==> src/rtl/s9234_scan.sv <==
// s9234 benchmark wrapped with seven scan chains, a 7-bit LFSR pattern
// generator and a 7-bit MISR compactor for self-test.

module s9234_scan #(
  parameter logic [6:0] TPG_SEED  = 7'b0000001,
  parameter logic [6:0] MISR_SEED = 7'b0000000
) (
  input  logic       CK,
  input  logic       scan_en,
  input  logic       bist_en,
  input  logic       TPG_reset,
  input  logic       COMP_reset,
  input  logic       SI_chain1, SI_chain2, SI_chain3, SI_chain4,
  input  logic       SI_chain5, SI_chain6, SI_chain7,
  output logic       SO_chain1, SO_chain2, SO_chain3, SO_chain4,
  output logic       SO_chain5, SO_chain6, SO_chain7,
  input  logic       g22, g23, g32, g36, g37, g38, g39, g40, g41, g42,
  input  logic       g44, g45, g46, g47, g89, g94, g98, g102, g107,
  input  logic       g301, g306, g310, g314, g319,
  input  logic       g557, g558, g559, g560, g561, g562, g563, g564,
  input  logic       g567, g639, g702, g705,
  output logic       g1290, g1293, g2584, g3222, g3600,
  output logic       g4098, g4099, g4100, g4101, g4102, g4103, g4104,
  output logic       g4105, g4106, g4107, g4108, g4109, g4110, g4112,
  output logic       g4121, g4307, g4321, g4422, g4809, g5137,
  output logic       g5468, g5469, g5692, g6282, g6284,
  output logic       g6360, g6362, g6364, g6366, g6368, g6370, g6372, g6374,
  output logic       g6728,
  output logic [6:0] tpg_out
);

  localparam int unsigned NQ  = 228;
  localparam int unsigned NPI = 36;
  localparam int unsigned NPO = 39;
  localparam int unsigned TW  = 7;

  logic [NPI-1:0] pi;
  logic [NPO-1:0] po;
  logic [NQ-1:0]  q, d, q_shift;
  logic [TW-1:0]  tpg, misr, si, chain_in, tails, so;

  assign pi = {g23, g44, g22, g41, g37, g40, g47, g36, g46, g38, g32, g702,
               g39, g42, g45, g567, g639, g705, g564, g563, g562, g561, g560,
               g559, g558, g557, g319, g314, g310, g306, g301, g107, g102,
               g98, g94, g89};

  assign {g4098, g4107, g4104, g4110, g4101, g4105, g4112, g4100, g4109,
          g4102, g4099, g1293, g4103, g4106, g4108, g4121, g1290, g6728,
          g6374, g6372, g6370, g6368, g6366, g6364, g6362, g6360, g6284,
          g6282, g5692, g5469, g5468, g5137, g4809, g4422, g4321, g4307,
          g3600, g3222, g2584} = po;

  s9234_comb u_comb (
    .pi (pi),
    .q  (q),
    .po (po),
    .d  (d)
  );

  assign si       = {SI_chain7, SI_chain6, SI_chain5, SI_chain4,
                     SI_chain3, SI_chain2, SI_chain1};
  assign chain_in = bist_en ? tpg : si;
  assign tails    = {q[227], q[195], q[163], q[131], q[98], q[65], q[32]};
  assign so       = bist_en ? misr : tails;
  assign {SO_chain7, SO_chain6, SO_chain5, SO_chain4,
          SO_chain3, SO_chain2, SO_chain1} = so;
  assign tpg_out  = tpg;

  // One long shift, then each chain head is overwritten with its own input.
  always_comb begin
    q_shift      = {q[NQ-2:0], 1'b0};
    q_shift[0]   = chain_in[0];
    q_shift[33]  = chain_in[1];
    q_shift[66]  = chain_in[2];
    q_shift[99]  = chain_in[3];
    q_shift[132] = chain_in[4];
    q_shift[164] = chain_in[5];
    q_shift[196] = chain_in[6];
  end

  always_ff @(posedge CK or posedge TPG_reset) begin
    if (TPG_reset) begin
      tpg <= TPG_SEED;
    end else if (bist_en) begin
      tpg <= {tpg[5:0], tpg[6] ^ tpg[5]};
    end
  end

  always_ff @(posedge CK or posedge TPG_reset) begin
    if (TPG_reset) begin
      q <= '0;
    end else begin
      q <= scan_en ? q_shift : d;
    end
  end

  always_ff @(posedge CK or posedge COMP_reset) begin
    if (COMP_reset) begin
      misr <= MISR_SEED;
    end else if (bist_en) begin
      misr <= {misr[5:0], misr[6] ^ misr[5]} ^ tails;
    end
  end

endmodule

// Combinational core: primary inputs and present state to primary outputs
// and next state. Stand-in with the same port shape as the gate netlist.
module s9234_comb (
  input  logic [35:0]  pi,
  input  logic [227:0] q,
  output logic [38:0]  po,
  output logic [227:0] d
);

  localparam int unsigned NQ  = 228;
  localparam int unsigned NPI = 36;
  localparam int unsigned NPO = 39;

  for (genvar k = 0; k < NQ; k++) begin : g_next
    assign d[k] = q[(k + 1) % NQ] ^ (pi[k % NPI] & q[(k * 7 + 3) % NQ]);
  end

  for (genvar j = 0; j < NPO; j++) begin : g_out
    assign po[j] = (^q[j * 5 +: 6]) ^ (pi[j % NPI] & pi[(j + 5) % NPI]);
  end

endmodule

==> config.mk <==
export PLATFORM = sky130hd
export DESIGN_NAME = s9234_scan
export DESIGN_NICKNAME = d
export VERILOG_FILES = /design/src/rtl/s9234_scan.sv
export SDC_FILE = /design/constraint.sdc
export NUM_CORES = 1
export LEC_CHECK = 0
export ABC_AREA = 1
export CORE_MARGIN = 3
export CORE_UTILIZATION = 55
export CTS_CLUSTER_SIZE = 20
export DETAILED_ROUTE_END_ITERATION = 6
export HOLD_SLACK_MARGIN = 0.12
export PLACE_DENSITY = 0.85
export SETUP_SLACK_MARGIN = 0.02
export SLEW_MARGIN = 10
export SYNTH_ARGS = -nofsm -noshare
export SYNTH_HDL_FRONTEND = slang
export SYNTH_SLANG_ARGS = --single-unit
==> constraint.sdc <==
create_clock -name CK -period 8.6 [get_ports CK]
set_input_delay 1.29 -clock CK [delete_from_list [all_inputs] [get_ports CK]]
set_output_delay 1.29 -clock CK [all_outputs]
set_load 0.02 [all_outputs]
==> impl_metrics.yaml <==
final_layout:
  fillers: 2675
  antenna_cells: 0
  area_growth_pct: 7.28
  final_util: 0.601
  nets: 2340
  multi_input_area_um2: 8680
  layout-drive-gt1-share: 0.0264
  seqCellArea_um2: 6060
status:
  outcome: "finished, final reports clean"
logic_synthesis:
  synth_cells: 2370
  ys_types: 25
  synth_edf_count: 0
  ys_ff_latch: 242
  synth_top_cell_area_share: 0.361
  ys.flop_type: "dfrtp_1"
  synth_area_per_cell_um2: 7.05
  ys_warn_count: 0
  synthTopCellsByArea: "dfrtp_1 36%, nand2_1 22%, xor2_1 15%"
  synthArstFlopShare: 1.00
  synthesis.nets: 2418
  seq_area_frac_synth: 0.363
  synth_top_cell_by_area: "dfrtp_1"
  syn_area_um2: 16700
global_routing:
  grt_usage: 0.325
  grt.met2_usage: 0.499
  use_met3: 0.0638
  overflow: 0
  grt_antenna_before_repair: 0
  busiest_layer: "met2"
  grt_util_met1: 0.432
  grt_max_degree: 200
  first_global_vias: 14200
  grt_pass1_wl_um: 82100
placement:
  dp_hpwl_um: 38800
  gp_congestion: 0.998
  place_ws_ns: 3.74
  io_buffer_count: 100
timing:
  finalHoldViolCount: 0
  clock_skew_ns: 0.00919
  setup-tns-final_ns: 0
  max_slew.worst_pin.slew_ns: 1.07
  min_period_ns: 4.90
  fin_ws_ns: 3.70
  drv_slew: 0
  setup_viol: 0
  fmax_mhz: 204
  rsz0062_at_grt: "false"
  slew_headroom: 0.288
  hold_ws_ns: 0.501
  fin_crit_sh: 0.570
die:
  io_pins: 101
  fp-row-count: 63
  start_util: 0.560
  die_area_um2: 32500
  die_h_um: 180
  die_x_um: 180
  core_um2: 29800
critical_path:
  crit_path_start: "g557"
  slowest_stage: "clkdlybuf4s50_1"
  endpoint_kind: "output pin"
  critical_path_required_ns: 7.31
  r2r_cells: 3
  path_cells: "clkdlybuf4s50_1 > nand2_1 > inv_1 > nand2_1 > nand2_1 > nand3_1 > nand2_1 > clkdlybuf4s50_1"
  crit_type: "in -> out"
  critPathCapture: "g4422"
  r2r_slack_ns: 7.30
  worstPathArrival_ns: 3.61
  start_kind: "primary input"
  r2r-start: "q[140]"
  crit_fanout: 9
  cpMostUsedCell: "nand2_1"
  reg2reg_to: "q[215]"
  slowest_delay_ns: 1.07
power_and_ir_drop:
  vdd_ir_drop_max_uv: 315
  power.density_nw_per_um2: 464
  power.leakage_nw: 8.97
clock_tree:
  cts_buffer_depth: 3
  root_buffer: "clkbuf_16"
  cts_tree: "done"
  cts.hold.buffers_added: 0
  cts.htree.levels: 1
  clk_pin_slew_ns: 0.05
  cts.sinks: 242
  cts_resized: 0
  clock_latency_ns: 0.55
  cts_setup_buffers: 0
  numCtsBuffers: 27
drt:
  dr_total_vias: 15200
  drt_wl_total_um: 54200
  dr.pass1.iters: 7
  drtIter0Drc: 2060
  drc: 0
  viasPerCell: 5.63
  wire_per_inst_um: 20.1
  ant_nets: 0
flow_run:
  drv_cap: 0
min_path:
  hold_class: "reg -> reg"
[stage by stage]
| step | instance area, µm² | instances | total power [mW] |
|---|---|---|---|
| finish | 17900 | 2702 | 8.31 |
| global route | 17900 | 2702 | 8.89 |
| CTS | 17900 | 2702 | 8.24 |
| detailed placement | 17000 | 2653 | 7.04 |
| global placement | 17000 | 2653 | 6.86 |
| floorplan | 16700 | 2370 | 5.64 |
[critical path, delay by kind of cell]
family                 cells  cell delay (ns)
and+or+nand+nor            5             0.52
buffers and inverters      3             1.79
[final cells by class]
type | instances | share of cell area
Multi-Input combinational cell | 1722 | 0.484
Clock buffer | 38 | 0.0423
Tap cell | 390 | 0.0272
Sequential cell | 242 | 0.338
Inverter | 185 | 0.0393
Clock inverter | 11 | 0.00670
Timing Repair Buffer | 114 | 0.0620
[cells in the final DEF (no fill, tap or decap), types with 2 or more instances in the layout]
| cell type | n |
|---|---|
| a21oi_1 | 7 |
| a22oi_1 | 6 |
| buf_4 | 14 |
| bufinv_16 | 2 |
| clkbuf_1 | 7 |
| clkbuf_16 | 27 |
| clkbuf_8 | 4 |
| clkdlybuf4s50_1 | 99 |
| clkinv_2 | 5 |
| clkinvlp_4 | 2 |
| dfrtp_1 | 241 |
| inv_1 | 182 |
| inv_8 | 2 |
| nand2_1 | 1001 |
| nand3_1 | 62 |
| nand3b_1 | 8 |
| nor2_1 | 49 |
| o21ai_0 | 186 |
| o21ai_1 | 45 |
| xnor2_1 | 71 |
| xor2_1 | 284 |
[power by group]
group | switching [mW] | leakage [nW] | internal [mW]
logic | 2.33 | 5.50 | 1.87
clock network | 0.495 | 0.428 | 0.675
registers | 1.25 | 3.04 | 1.69
total | 4.08 | 8.97 | 4.23
[worst min path at each step]
stage	cells past startpoint	startpoint	slack, ns	to
2_1_floorplan	2	misr[6]	0.47	misr[6]
3_3_place_gp	1	tpg_out[5]	0.48	tpg_out[0]
3_5_place_dp	2	tpg_out[2]	0.49	tpg_out[2]
4_1_cts	2	tpg_out[2]	0.51	tpg_out[2]
5_1_grt	2	tpg_out[2]	0.54	tpg_out[2]
6_report	2	tpg_out[6]	0.50	tpg_out[6]
[sequential cells by signal (all words and copies together) (netlist names)]
signal   flops
misr         7
q          228
tpg_out      7
[Yosys cell counts, drive strengths merged (7+ instances only)]
cell	count
a21oi	7
buf	133
clkbuf	88
dfrtp	241
inv	185
nand2	1001
nand3	62
nand3b	8
nor2	49
o21ai	231
xnor2	71
xor2	284
[cells by family after synthesis]
kind of cell           after synthesis  synth area share
buffers and inverters              406             0.118
AND/OR/NAND/NOR                   1120             0.258
AO/OA/AOI/OAI                      247            0.0753
XOR/XNOR                           355             0.186
flip-flops                         242             0.363
[metal layers]
| layer | wire, µm | vias to the layer above |
|---|---|---|
| li1 | - | 6946 |
| met1 | 20400 | 7109 |
| met2 | 23800 | 897 |
| met3 | 6190 | 249 |
| met4 | 3940 | 0 |
| met5 | 0 | - |
Power figures use the tool's default switching activity.
